### src/rtl/hazard_scoreboard.sv
// hazard_scoreboard
// Decode-stage interlock for an in-order pipeline. For every source operand it
// selects the bypass path, raises a data hazard when a value is not ready yet,
// raises a structural hazard when the single multi-cycle unit is busy, detects
// branch mispredicts and holds the front-end flush for a programmable number of
// cycles. A saturating counter records the number of stall cycles.

module hazard_scoreboard #(
  parameter int NUM_SRC        = 2,
  parameter int NUM_FWD_STAGES = 2,
  parameter int FLUSH_CYCLES   = 1,
  parameter int SEL_W          = $clog2(NUM_FWD_STAGES + 2)
) (
  input  logic                                clk,
  input  logic                                rst,
  input  logic [NUM_SRC-1:0]                  srcValid,
  input  logic [NUM_SRC-1:0][4:0]             srcAddr,
  input  logic [NUM_FWD_STAGES-1:0]           stageWEnable,
  input  logic [NUM_FWD_STAGES-1:0][4:0]      stageRdAddr,
  input  logic [NUM_FWD_STAGES-1:0]           stageForwardable,
  input  logic                                issueValid,
  input  logic                                issueWEnable,
  input  logic [4:0]                          issueRdAddr,
  input  logic                                issueIsLong,
  input  logic                                longDone,
  input  logic [4:0]                          longDoneRdAddr,
  input  logic                                branchResolveValid,
  input  logic                                branchTaken,
  input  logic                                branchPredicted,
  output logic [NUM_SRC-1:0][SEL_W-1:0]       bypassSel,
  output logic                                isDataHazard,
  output logic                                isStructHazard,
  output logic                                isBranchPredictMiss,
  output logic                                flush,
  output logic [31:0]                         hazardStallCount
);

  // Select code for the value written back by the multi-cycle unit.
  localparam logic [SEL_W-1:0] SEL_LONG   = SEL_W'(NUM_FWD_STAGES + 1);
  // The mispredict cycle itself is the first flush cycle, so the counter
  // only has to cover the remaining FLUSH_CYCLES-1 cycles.
  localparam logic [3:0]       FLUSH_LOAD = 4'(FLUSH_CYCLES - 1);

  // Registered state.
  logic [31:0] r_pending;
  logic        r_long_busy;
  logic [3:0]  r_flush_cnt;
  logic [31:0] r_stall_cnt;

  // Combinational results.
  logic [NUM_SRC-1:0][SEL_W-1:0] w_sel;
  logic [NUM_SRC-1:0]            w_src_hazard;
  logic                          w_mispredict;
  logic                          w_flush;
  logic                          w_data_hazard;
  logic                          w_struct_hazard;
  logic                          w_issue_accept;
  logic                          w_stall;
  logic [31:0]                   w_pending_set;
  logic [31:0]                   w_pending_clr;
  logic [31:0]                   w_pending_next;
  logic                          w_long_busy_next;
  logic [3:0]                    w_flush_cnt_next;

  // Per-operand bypass selection and readiness, youngest producer first.
  always_comb begin : p_resolve
    logic v_matched;
    // NOTE: every output of a combinational block gets a default before any
    // branch; a path that leaves one unassigned would infer a latch.
    w_sel        = '0;
    w_src_hazard = '0;
    v_matched    = 1'b0;
    for (int i = 0; i < NUM_SRC; i++) begin
      v_matched = 1'b0;
      if (srcValid[i] && (srcAddr[i] != 5'd0)) begin
        // The youngest matching stage owns the value; older writers of the
        // same register are stale and must be ignored.
        for (int k = 0; k < NUM_FWD_STAGES; k++) begin
          if (!v_matched && stageWEnable[k] && (stageRdAddr[k] == srcAddr[i])) begin
            v_matched = 1'b1;
            if (stageForwardable[k]) begin
              w_sel[i] = SEL_W'(k + 1);
            end else begin
              w_src_hazard[i] = 1'b1;
            end
          end
        end
        if (!v_matched) begin
          if (longDone && (longDoneRdAddr == srcAddr[i])) begin
            w_sel[i] = SEL_LONG;
          end else if (r_pending[srcAddr[i]]) begin
            w_src_hazard[i] = 1'b1;
          end
        end
      end
    end
  end

  // Mispredict detection, flush and stall qualification.
  always_comb begin
    w_mispredict    = branchResolveValid & (branchTaken ^ branchPredicted);
    w_flush         = w_mispredict | (r_flush_cnt != 4'd0);
    // Instructions in decode are squashed during a flush, so stalling them
    // would only waste cycles.
    w_data_hazard   = (|w_src_hazard) & ~w_flush;
    w_struct_hazard = issueValid & issueIsLong & r_long_busy & ~longDone & ~w_flush;
    w_issue_accept  = issueValid & ~w_data_hazard & ~w_struct_hazard & ~w_flush;
    w_stall         = w_data_hazard | w_struct_hazard;
  end

  // Next pending vector: writeback clears, accepted long issue sets, set wins.
  always_comb begin
    w_pending_set = '0;
    w_pending_clr = '0;
    if (w_issue_accept && issueIsLong && issueWEnable && (issueRdAddr != 5'd0)) begin
      w_pending_set[issueRdAddr] = 1'b1;
    end
    if (longDone) begin
      w_pending_clr[longDoneRdAddr] = 1'b1;
    end
    // x0 is hardwired to zero and can never be outstanding.
    w_pending_next = ((r_pending & ~w_pending_clr) | w_pending_set) & ~32'd1;
  end

  // Next long-unit occupancy: a new issue in the writeback cycle keeps it busy.
  always_comb begin
    w_long_busy_next = r_long_busy;
    if (longDone) begin
      w_long_busy_next = 1'b0;
    end
    if (w_issue_accept && issueIsLong) begin
      w_long_busy_next = 1'b1;
    end
  end

  // Next flush count: a mispredict (re)loads, otherwise count down to zero.
  always_comb begin
    w_flush_cnt_next = r_flush_cnt;
    if (w_mispredict) begin
      w_flush_cnt_next = FLUSH_LOAD;
    end else if (r_flush_cnt != 4'd0) begin
      w_flush_cnt_next = r_flush_cnt - 4'd1;
    end
  end

  // Scoreboard state registers; a flush leaves pending and busy untouched so
  // in-flight long ops retire normally.
  always_ff @(posedge clk or negedge rst) begin
    // NOTE: all state is a handful of flops, so every register is reset
    // asynchronously; that drops a flush or long op without waiting for clk.
    if (!rst) begin
      r_pending   <= '0;
      r_long_busy <= 1'b0;
      r_flush_cnt <= 4'd0;
    end else begin
      // NOTE: sequential state uses non-blocking assignments so every flop
      // samples the pre-edge values regardless of statement order.
      r_pending   <= w_pending_next;
      r_long_busy <= w_long_busy_next;
      r_flush_cnt <= w_flush_cnt_next;
    end
  end

  // Saturating count of decode stall cycles.
  always_ff @(posedge clk or negedge rst) begin
    if (!rst) begin
      r_stall_cnt <= '0;
    end else if (w_stall && (r_stall_cnt != 32'hFFFF_FFFF)) begin
      r_stall_cnt <= r_stall_cnt + 32'd1;
    end
  end

  assign bypassSel           = w_sel;
  assign isDataHazard        = w_data_hazard;
  assign isStructHazard      = w_struct_hazard;
  assign isBranchPredictMiss = w_mispredict;
  assign flush               = w_flush;
  assign hazardStallCount    = r_stall_cnt;

endmodule

### config.mk
export PLATFORM = sky130hd
export DESIGN_NAME = hazard_scoreboard
export DESIGN_NICKNAME = d
export VERILOG_FILES = /design/src/rtl/hazard_scoreboard.sv
export SDC_FILE = /design/constraint.sdc
export NUM_CORES = 1
export LEC_CHECK = 0
export ABC_AREA = 0
export CORE_ASPECT_RATIO = 1.4
export CORE_UTILIZATION = 35
export CTS_BUF_LIST = sky130_fd_sc_hd__clkbuf_4 sky130_fd_sc_hd__clkbuf_8
export DETAILED_ROUTE_END_ITERATION = 6
export PLACE_DENSITY = 0.66
export SLEW_MARGIN = 20
export SYNTH_ARGS = -nofsm -noshare
export SYNTH_HDL_FRONTEND = slang
export SYNTH_SLANG_ARGS = --single-unit
### constraint.sdc
create_clock -name clk -period 2.8 [get_ports clk]
set_clock_uncertainty 0.05 [all_clocks]
set_input_delay 0.56 -clock clk [delete_from_list [all_inputs] [get_ports clk]]
set_output_delay 0.56 -clock clk [all_outputs]
set_load 0.01 [all_outputs]
## Word level (Yosys, flattened, before mapping)

Index checks and enable logic that the tools add are counted.
W data, S select, Z words.

- Output and inout bits: 40
- Logic and storage cells: 113
- Flip-flop bits (word level): 68
- Input port bits: 45

- Bitwise logic cells: 19
- Add/subtract/negate cells: 2
- Reductions and logical operators: 25
- Order comparisons: 6
- Muxes and demuxes: 50
- Eq/ne operators: 7

Operators with widths:

| kind | count |
|---|---|
| $mux W32 | 2 |
| $add A32 B1 Y32 const B | 1 |
| $and A32 B32 Y32 | 1 |
| $ne A32 B32 Y1 const B | 1 |
| $not A32 Y32 | 1 |
| $or A32 B32 Y32 | 1 |
| $mux W1 | 31 |
| $eq A5 B5 Y1 | 6 |
| $lt A5 B6 Y1 const B | 4 |
| $mux W2 | 11 |
| $logic_and A1 B1 Y1 | 16 |
| $reduce_bool A5 Y1 | 3 |
| $bmux W1 S5 | 2 |
| $demux W1 S5 | 2 |
| $ge A5 B1 Y1 const B | 2 |
| $and A1 B1 Y1 | 9 |
| $mux W4 | 2 |
| $not A1 Y1 | 4 |
| $reduce_bool A2 Y1 | 2 |
| $reduce_bool A4 Y1 | 1 |
| $sub A4 B1 Y4 const B | 1 |
| $logic_not A1 Y1 | 2 |
| $or A1 B1 Y1 | 2 |
| $reduce_or A2 Y1 | 1 |
| $xor A1 B1 Y1 | 1 |

## Logic depth before layout (Yosys ltp)

Gate-level depths: netlist of the first run.

- Depth after elaboration: 23
- Depth in mapped cells: 11
- Gate-level depth less buffers: 9

## Worst setup path after synthesis of the first run

No wires, ideal clock.

- Path kind: input to register
- Start: input srcAddr[5] in the netlist's numbering
- End: register r_stall_cnt[1], in the netlist hazardStallCount[1]
- Library setup time: 0.128 ns
- Cell stages on the path: 9
- Data required time: 2.622 ns
- Buffers on the path: 2
- Setup slack: -0.146 ns
- Arrival time: 2.768 ns
- Cell sequence: buf_2 mux4_2 mux2_2 a221o_1 a32oi_1 nor3b_2 buf_6 nor2_1 mux2_1

- Longest elaborated chain between the ends: 16
- Elaborated cells between the ends (all ways): 27
- Those cells by class: 3 x eq/ne; 13 x mux; 2 x bitwise; 9 x reduce/logical

RTL lines:

| what | RTL line | source |
|---|---|---|
| start: declaration | 17 | `input logic [NUM_SRC-1:0][4:0] srcAddr,` |
| $eq A5 B5 Y1 | 79 | `if (!v_matched && stageWEnable[k] && (stageRdAddr[k] == srcAddr[i])) begin` |
| $logic_and A1 B1 Y1 | 79 |  |
| $mux W1 | 79 |  |
| $mux W1 | 75 | `if (srcValid[i] && (srcAddr[i] != 5'd0)) begin` |
| $logic_not A1 Y1 | 79 |  |
| $logic_and A1 B1 Y1 (2 in a row) | 79 |  |
| $mux W1 | 79 |  |
| $mux W1 | 91 | `end else if (r_pending[srcAddr[i]]) begin` |
| $mux W1 | 89 | `if (longDone && (longDoneRdAddr == srcAddr[i])) begin` |
| $mux W1 | 88 | `if (!v_matched) begin` |
| $mux W1 * | 75 |  |
| $reduce_or A2 Y1 * | 105 | `w_data_hazard = (\|w_src_hazard) & ~w_flush;` |
| $and A1 B1 Y1 * | 105 |  |
| $or A1 B1 Y1 * | 108 | `w_stall = w_data_hazard \| w_struct_hazard;` |
| $logic_and A1 B1 Y1 * | 168 | `end else if (w_stall && (r_stall_cnt != 32'hFFFF_FFFF)) begin` |
| end signal: assignment | 169 | `r_stall_cnt <= r_stall_cnt + 32'd1;` |
| end: declaration | 48 | `logic [31:0] r_stall_cnt;` |

Every way passes the cells marked *; elsewhere a longest branch is shown, timed or not. The select of a mux whose other input is x is not followed.
A chain may end at the register's enable or synchronous reset.

## Worst setup path after layout of the first run

- Start: register r_pending[8]
- End: output isDataHazard

- Longest elaborated chain between the ends: 8
- Elaborated cells between the ends (all ways): 14
- Those cells by class: 12 x mux; 1 x bitwise; 1 x reduce/logical

RTL lines:

| what | RTL line | source |
|---|---|---|
| start: declaration | 45 | `logic [31:0] r_pending;` |
| start signal: assignment | 158 | `r_pending <= w_pending_next;` |
| $bmux W1 S5 | 91 |  |
| $mux W1 (implied by the code) | 91 |  |
| $mux W1 | 91 |  |
| $mux W1 | 89 |  |
| $mux W1 | 88 |  |
| $mux W1 | 75 |  |
| $reduce_or A2 Y1 * | 105 |  |
| $and A1 B1 Y1 * | 105 |  |
| end: declaration | 31 | `output logic isDataHazard,` |

Marks and branches as above.

==> results of run 1 <==
==> flip-flops by register name, summed over array words and instances (netlist names) <==
signal            flops
hazardStallCount     32
r_flush_cnt           4
r_long_busy           1
r_pending            31
==> logic make-up after synthesis <==
logic type / count (synthesis) / synth area share, %
muxes: 29 / 9.755
and+or+nand+nor: 167 / 21.81
adders and majority gates: 3 / 0.8737
DFF: 68 / 39.60
AOI/OAI and AO/OA: 88 / 11.39
xor gates and xnor gates: 63 / 12.84
buffers and inverters: 32 / 3.727
==> power by group <==
part           internal, mW  total (mW)  switching (mW)
logic                 0.528        1.06           0.530
clock network         0.616        1.01           0.397
registers              1.06        1.14          0.0783
==> routing by layer <==
metal  routed length (um)  GRT usage [%]
met1                 5608          26.04
met2                 8004          41.03
met3                  842          4.224
met4                  490          8.126
met5                    0              0
==> cell usage in the layout (no fill, tap or decap), drive strengths merged, types with 4 or more instances in the layout <==
| cell type | instances |
|---|---|
| xor2 | 53 |
| or3 | 4 |
| buf | 134 |
| mux2i | 16 |
| nand3 | 27 |
| and3 | 9 |
| nand3b | 11 |
| nor3b | 5 |
| nand2 | 15 |
| mux4 | 10 |
| nand2b | 4 |
| xnor2 | 10 |
| nor4 | 9 |
| dfrtp | 68 |
| clkdlybuf4s50 | 52 |
| a31oi | 5 |
| clkbuf | 19 |
| a21oi | 5 |
| o21ai | 67 |
| or3b | 4 |
| nand4 | 12 |
| nor3 | 15 |
| inv | 8 |
| nor2 | 35 |
| dlygate4sd2 | 4 |
==> final timing paths <==
kind | cells past startpoint | to | start
setup / recovery | 7 | isDataHazard | r_pending[8]
hold / removal | 2 | hazardStallCount[14] | rst
setup reg to reg | 11 | hazardStallCount[17] | r_pending[8]
hold reg to reg | 1 | hazardStallCount[23] | hazardStallCount[23]
max in group asynchronous | 2 | r_pending[3] | rst
min in group clk | 1 | hazardStallCount[23] | hazardStallCount[23]
==> layout make-up <==
cell class / count / area (um^2)
Fill cell: 947 / 4821
Inverter: 8 / 30.03
Timing Repair Buffer: 204 / 1899
Sequential cell: 68 / 1702
Multi-Input combinational cell: 350 / 2994
Clock inverter: 6 / 111.4
Tap cell: 147 / 183.9
Clock buffer: 10 / 137.6
==> through the flow <==
step / power [mW] / TNS [ns] / instance area (um^2) / util [%]
2_1_floorplan: 1.552 / -0.03800 / 4333 / -
3_3_place_gp: 1.932 / -48.33 / 5862 / 49.35
3_5_place_dp: 1.966 / -50.01 / 5862 / 49.35
4_1_cts: 3.162 / -4.685 / 6763 / 56.93
5_1_grt: 3.354 / -3.891 / 7058 / 59.42
6_report: 3.210 / -1.651 / 7058 / 59.42
==> what timing repair did <==
item,4_1_cts,5_1_grt
setup buffers,27,21
endpoints found under the setup margin,71,70
resized for setup,150,106
gates cloned,3,0
pin swaps,47,37
==> results by group, run 1 <==
Power
  • PD cells: 454.7 nW/um^2
  • Worst vdd ir: 0.4689 mV
  • P_leak: 3.214 nW

Synth
  • Syn nets: 498
  • Proportion of netlist area held by the largest area contributor: 39.60%
  • Yosys warns: 0
  • Most frequent cells after synthesis: 68 x dfrtp_1, 65 x o21ai_0, 53 x xor2_1
  • Post-synth cell types: 53
  • Synth area leader: dfrtp_1
  • Post-Syn Area: 4297 um^2
  • Number of synthesized flops with an enable pin: 0
  • Sequential-to-total area share from yosys stat: 39.60%
  • Synth async-reset ratio: 100.0%
  • Top_reg_cell synth: dfrtp_1
  • Synth area leaders: dfrtp_1 40%, xor2_1 11%, o21ai_0 7.6%
  • Most frequent cell after synthesis: dfrtp_1
  • Synthesized instance count: 450
  • #FFs+latches synth: 68
  • Syn avg cell area: 9.548 um^2

STA
  • Final worst setup slack: -0.2625 ns
  • Final period util: 109.4%
  • Slew margin rel.: 69.73%
  • Hold Violations, Final: 0
  • Fin crit period: 3.062 ns
  • Worst-Margin Slew: 0.4540 ns
  • Final setup fails: 23
  • RSZ-0062 raised after global routing: true
  • Maximum clock rate: 326.5 MHz
  • Worst hold margin: 0.1543 ns
  • Slew Limit Fails: 0

Place
  • Placed instance count: 736
  • Post-DP HPWL: 9625 um
  • Pre-CTS WS: -1.152 ns
  • Final Wtd Congestion: 0.8786
  • # port buffers: 84

Finish
  • Diodes inserted: 0
  • Fin nets: 689
  • Area grow syn2layout: 64.27%
  • Share of layout cells above drive strength 1: 39.01%
  • Final non-filler cell total: 793

Critical path
  • WP data required: 2.19 ns
  • Worst path cell trace: mux4_2 > mux2_4 > a221o_1 > a32oi_2 > and2b_2 > nor2_4 > buf_6
  • Worst reg2reg setup slack: -0.12 ns
  • Crit path DAT: 2.45 ns
  • Critical path class: reg2out
  • Crit Path Max Fanout: 2
  • CP endpoint kind: output pin
  • Worst path slowest cell: mux4_2
  • Setup crit start kind: flop
  • Crit path max-delay family: multiplexers
  • Worst Path Buf+Inv: 1
  • CP max stage delay: 0.46 ns

Clock tree
  • Worst skew pair latency: 0.35 ns
  • CTS Buf Count: 9
  • Clock transition at the registers of the reported paths: 0.08 ns
  • Clk sink count: 68
  • Max Buffers Root-to-Sink: 2
  • H-tree depth: 3
  • Clock root cell: clkbuf_8
  • Cts hold-fix bufs: 0
  • CTS tree: done

Route
  • Routed length per instance: 18.85 um
  • Via count: 4442
  • Vias per cell: 5.602
  • DRC errors left: 0
  • Pre-antenna DRT Iters: 7
  • Final wirelength: 14950 um
  • Final ANT Viol Nets: 0
  • Drt initial violations: 324

Global routing
  • Vias in the first global route: 4526
  • GRT Util Overall: 22.69%
  • Antenna violations before repair: 0
  • GRT Residual Overflow: 0
  • First-pass GRT wire length: 22320 um
  • Largest net degree at the start of global routing: 69

Floorplan
  • Die Ht: 133.1 um
  • Row cnt: 47
  • Die ar.: 12730 um^2
  • Die width: 95.64 um
  • Core footprint: 11880 um^2
  • Top Ports: 85
  • Initial Util: 36.17%

Outcome
  • Status: finished, violations left
  • Failing checks: negative setup slack

Min path
  • Hold/Removal Path Class: in2async

Job
  • Number of max-cap violations: 0
No activity file was read; power rests on OpenSTA's default activity.
==> run 2: changes to the inputs <==
GPL_TIMING_DRIVEN = 0   (was default)
==> run 2 against run 1 <==
Against the previous run: the flow still finishes with violations (negative setup slack); register-to-register slack gained 0.05 ns; die area did not move; core utilization down 9.1 points; maximum frequency down 0.12%; sequential power about the same; critical path depth unchanged; worst hold slack lost 0.030 ns; via count is 8.1% lower; sequential share of layout area up 4.4 points; combinational power shrank 24%; first-iteration DRC count is 21% lower; sequential cell count stayed put; critical path type unchanged; highest routed layer unchanged.
==> results by group, run 2 (synthesized netlist as in run 1, its figures left out) <==
Finish
  • Share of layout cells above drive strength 1: 24.70%
  • Fin nets: 618
  • Commonest cells after routing, fill and taps aside: 68 x dfrtp_1, 62 x o21ai_0, 53 x xor2_1
  • Most common cell after layout, fill and taps aside: dfrtp_1
  • Area grow syn2layout: 39.08%
  • Diodes inserted: 0
  • Max FFs per register: 32
  • # fillers: 1099

Clock tree
  • CTS tree: done
  • Worst skew pair latency: 0.36 ns
  • CTS Buf Count: 9
  • Clk sink count: 68
  • Max Buffers Root-to-Sink: 2
  • Clock root cell: clkbuf_8
  • Clock transition at the registers of the reported paths: 0.08 ns
  • Cts hold-fix bufs: 0
  • H-tree depth: 3

Floorplan
  • Die ar.: 12730 um^2
  • Core footprint: 11880 um^2
  • Initial Util: 36.17%
  • Die width: 95.64 um
  • Die Ht: 133.1 um
  • Top Ports: 85
  • Row cnt: 47

Place
  • Final Wtd Congestion: 0.9156
  • Pre-CTS WS: -1.322 ns
  • Post-DP HPWL: 8833 um
  • # port buffers: 74

Global routing
  • Largest net degree at the start of global routing: 39
  • GRT Util Overall: 20.34%
  • Vias in the first global route: 4111
  • First-pass GRT wire length: 20070 um
  • Antenna violations before repair: 0
  • GRT Residual Overflow: 0

STA
  • Worst hold margin: 0.1240 ns
  • Slew Limit Fails: 0
  • Worst-Margin Slew: 0.5073 ns
  • Maximum clock rate: 326.1 MHz
  • Slew margin rel.: 66.18%
  • Hold Violations, Final: 0
  • Final period util: 109.5%
  • Fin crit period: 3.066 ns
  • RSZ-0062 raised after global routing: true
  • Final setup fails: 18
  • Final worst setup slack: -0.2662 ns

Route
  • Final ANT Viol Nets: 0
  • Routed length per instance: 18.06 um
  • Drt initial violations: 257
  • Final wirelength: 13040 um
  • DRC errors left: 0
  • Pre-antenna DRT Iters: 5
  • Via count: 4084
  • Vias per cell: 5.657

Outcome
  • Status: finished, violations left
  • Failing checks: negative setup slack

Critical path
  • Reg-to-reg startpoint: r_pending[12]
  • Critical path class: reg2out
  • WP data required: 2.19 ns
  • Worst setup path start: r_pending[12]
  • Crit path DAT: 2.46 ns
  • Crit Path Max Fanout: 3
  • CP endpoint kind: output pin
  • Setup crit start kind: flop

Job
  • Number of max-cap violations: 0

Power
  • Total power: 2.796 mW
  • PD cells: 468.0 nW/um^2
  • Worst vdd ir: 0.3772 mV
  • P_leak: 2.621 nW

Min path
  • Hold/Removal Path Class: in2async
-- run 2: metal layers --
layer / vias up / part of all wire [%] / global-route usage (%) / wire length, um
met5: - / 0 / 0 / 0
met4: 0 / 1.9 / 8.458 / 244
met3: 25 / 6.4 / 4.167 / 835
met2: 172 / 52 / 35.48 / 6730
met1: 2005 / 40 / 23.80 / 5225
li1: 1882 / - / - / -
-- run 2: area by class of cell --
type                    count  area, um^2  share of cell area, %
clock inverters             4       47.55                 0.7956
multi-input cells         350        2650                  44.35
inverters                   8       30.03                 0.5025
well taps                 147       183.9                  3.078
repair buffers            112        1030                  17.23
plain buffers              21       173.9                  2.910
clock buffers              12       158.9                  2.659
flip-flops and latches     68        1702                  28.48
-- run 2: timing repair --
action | 4_1_cts | 5_1_grt
setup buffers | 23 | 13
pin swaps | 16 | 18
gates cloned | 0 | 1
endpoints found under the hold margin | 0 | 0
gates resized for setup | 78 | 58
endpoints found under the setup margin | 71 | 54
-- run 2: worst max-delay path, cell delays in order, from the launching register on --
cell,delay [ns]
dfrtp_1,0.41
mux4_2,0.46
mux2_4,0.27
a221o_1,0.34
a32oi_2,0.25
and2b_2,0.23
nor2_4,0.04
buf_6,0.11
-- run 2: worst paths after layout --
check	end	slack (ns)	cells past startpoint
max in group asynchronous	r_flush_cnt[3]	2.03	2
min in group clk	hazardStallCount[29]	0.44	1
worst max-delay path	isDataHazard	-0.27	7
worst min register to register	hazardStallCount[29]	0.44	1
worst min-delay path	hazardStallCount[18]	0.12	1
worst max register to register	hazardStallCount[1]	-0.07	9
-- run 2: stage by stage --
stage               setup TNS, ns  utilization (%)  area, um^2  std cells
finish                    -0.6033            50.31        5976        722
global route               -2.284            50.31        5976        722
CTS                        -1.836            48.46        5757        709
detailed placement         -64.56            44.41        5275        672
global placement          -137.42            44.26        5258        671
floorplan                -0.03800                -        4333        450
-- run 2: report_power, final --
part / total, mW / internal (mW) / switching (mW)
sequential: 1.14 / 1.06 / 0.0779
combinational: 0.809 / 0.382 / 0.426
clock: 0.850 / 0.467 / 0.383
total: 2.80 / 1.91 / 0.887
==> run 3: changes to the inputs <==
SLEW_MARGIN = default   (was 20)
==> run 3 against run 2 <==
Against the previous run: count of clock-buffer cells in the layout decreased by 3; first-iteration DRC count decreased by 3.9%; highest routed layer unchanged; non-clock buffer count decreased by 3; final cell count decreased by 0.42%; register-to-register slack about the same; combinational power increased by 6.8%; die area unchanged; critical endpoint unchanged; sequential cell count unchanged; critical path type unchanged; maximum frequency decreased by 0.68%; core utilization increased by 1.8 points; sequential share of layout area decreased by 1.0 points; the run still ends with negative setup slack left; global-route usage decreased by 0.22 points.
==> results by group, run 3 (synthesized netlist as in run 1, its figures left out) <==
Global routing
  • GR met3 Demand/Resource: 3.824%
  • Global routing usage on met2: 34.96%
  • Global route hottest layer: met2
  • Largest net degree at the start of global routing: 69
  • GRT Util Overall: 20.12%
  • GRT Residual Overflow: 0
  • Antenna violations before repair: 0
  • Met1 Usage GRT: 23.15%
  • First-pass GRT wire length: 19750 um
  • Vias in the first global route: 4126

STA
  • Final TNS setup: -1.115 ns
  • Final worst setup slack: -0.2873 ns
  • Slew Limit Fails: 0
  • Worst-Margin Slew: 0.8681 ns
  • Maximum clock rate: 323.9 MHz
  • Hold Violations, Final: 0
  • Final period util: 110.3%
  • Slew margin rel.: 42.13%
  • Final setup fails: 24
  • RSZ-0062 raised after global routing: true
  • Fin crit period: 3.087 ns

Route
  • DRC errors left: 0
  • Pre-antenna DRT Iters: 5
  • Final wirelength: 13230 um
  • Drt initial violations: 247
  • Final ANT Viol Nets: 0
  • Via count: 4007
  • Routed length per instance: 18.40 um
  • Vias per cell: 5.573

Floorplan
  • Die Ht: 133.1 um
  • Initial Util: 36.17%
  • Die width: 95.64 um
  • Row cnt: 47
  • Core footprint: 11880 um^2
  • Top Ports: 85
  • Die ar.: 12730 um^2

Finish
  • Final Cell Area: 6192 um^2
  • Diodes inserted: 0
  • Sequential cell area: 1702 um^2
  • Area grow syn2layout: 44.12%
  • Share of layout cells above drive strength 1: 26.92%
  • Fin nets: 615
  • Multi-input gate area: 2780 um^2
  • Most common cell after layout, fill and taps aside: dfrtp_1
  • # fillers: 1063
  • Commonest cells after routing, fill and taps aside: 68 x dfrtp_1, 58 x o21ai_0, 53 x xor2_1
  • Post-layout util: 52.13%
  • Max FFs per register: 32

Power
  • Pint: 2.141 mW
  • Sequential Power Share: 36.9%
  • Sw power: 0.9410 mW
  • Switching Fraction: 30.53%
  • Power share of the clock group: 35.1%
  • Worst vdd ir: 0.4374 mV
  • Combinational power share: 28.0%
  • Total power: 3.082 mW
  • P_leak: 2.760 nW
  • PD cells: 497.8 nW/um^2

Job
  • Number of max-cap violations: 0

Critical path
  • R2R cell count: 10
  • Critical path class: reg2out
  • Worst reg2reg setup slack: -0.06 ns
  • WP data required: 2.19 ns
  • Crit path DAT: 2.48 ns
  • CP endpoint kind: output pin
  • Crit Path Max Fanout: 3
  • Reg-to-reg startpoint: r_pending[15]
  • R2r endpoint: hazardStallCount[1]
  • Setup crit start kind: flop

Clock tree
  • Clock root cell: clkbuf_8
  • H-tree depth: 3
  • CTS Buf Count: 9
  • Max Buffers Root-to-Sink: 2
  • CTS tree: done
  • Worst skew pair latency: 0.36 ns
  • Clk sink count: 68
  • Clock transition at the registers of the reported paths: 0.08 ns

Outcome
  • Failing checks: negative setup slack
  • Status: finished, violations left

Place
  • Pre-CTS WS: -1.327 ns
  • DP Area: 5255 um^2
  • Final Wtd Congestion: 0.9156
  • Post-DP HPWL: 8750 um
  • # port buffers: 74

Min path
  • Hold/Removal Path Class: in2async
## run 3: cell count changes in the layout (fill, tap and decap cells not counted), sizes merged
cell and delta:
clkbuf -4, buf -3, bufinv +3, clkdlybuf4s15 +2, clkinv +1, clkinvlp -1, dlygate4sd2 -1
## run 3: area by class of cell
| type | instances | area share (%) |
|---|---|---|
| multi-input combinational | 350 | 44.90 |
| sequential | 68 | 27.48 |
| timing repair buffer | 108 | 16.65 |
| buffer | 22 | 3.273 |
| tap | 147 | 2.970 |
| clock inverter | 7 | 2.243 |
| clock buffer | 9 | 2.000 |
| inverter | 8 | 0.4849 |
## run 3: how the worst max path moves through the flow
stage / to / from / cells after the start / slack [ns]
floorplan: hazardStallCount[1] / srcAddr[5] / 9 / -0.04
global placement: isDataHazard / srcAddr[1] / 9 / -1.30
detailed placement: isDataHazard / srcAddr[1] / 10 / -1.33
CTS: isDataHazard / r_pending[15] / 7 / -0.31
global route: isDataHazard / r_pending[15] / 7 / -0.37
finish: isDataHazard / r_pending[15] / 7 / -0.29
## run 3: metal layers
layer / vias to the layer above / wire length [um] / part of all wire [%]
met4: 0 / 413 / 3.1
met1: 1943 / 5370 / 41
li1: 1866 / - / -
met5: - / 0 / 0
met2: 162 / 6700 / 51
met3: 36 / 748 / 5.7
## run 3: worst max-delay path, cell delays in order, from the launching register on
cell,delay (ns)
dfrtp_1,0.40
mux4_2,0.46
mux2_4,0.27
a221o_1,0.35
a32oi_2,0.27
and2b_2,0.23
nor2_4,0.04
buf_6,0.11
## run 3: timing repair
action	CTS	global route
setup endpoints to repair	71	59
gates resized for setup	69	101
pin swaps	15	29
hold buffers	0	0
gates cloned	0	2
setup buffers	20	12
## run 3: metrics by stage
step	std cells	hold slack (ns)
after detailed placement	671	0.4304
after global placement	671	0.4265
after CTS	706	0.2984
after global routing	719	0.3341
final	719	0.2624
after floorplan	450	0.2144
## run 3: power groups by stage
stage	Clock (mW)	Sequential, mW	Combinational [mW]
after floorplan	0	1.15	0.405
after global placement	0	1.15	0.655
after detailed placement	0	1.16	0.681
after CTS	1.09	1.14	0.738
after global routing	1.14	1.15	0.933
final	1.08	1.14	0.864
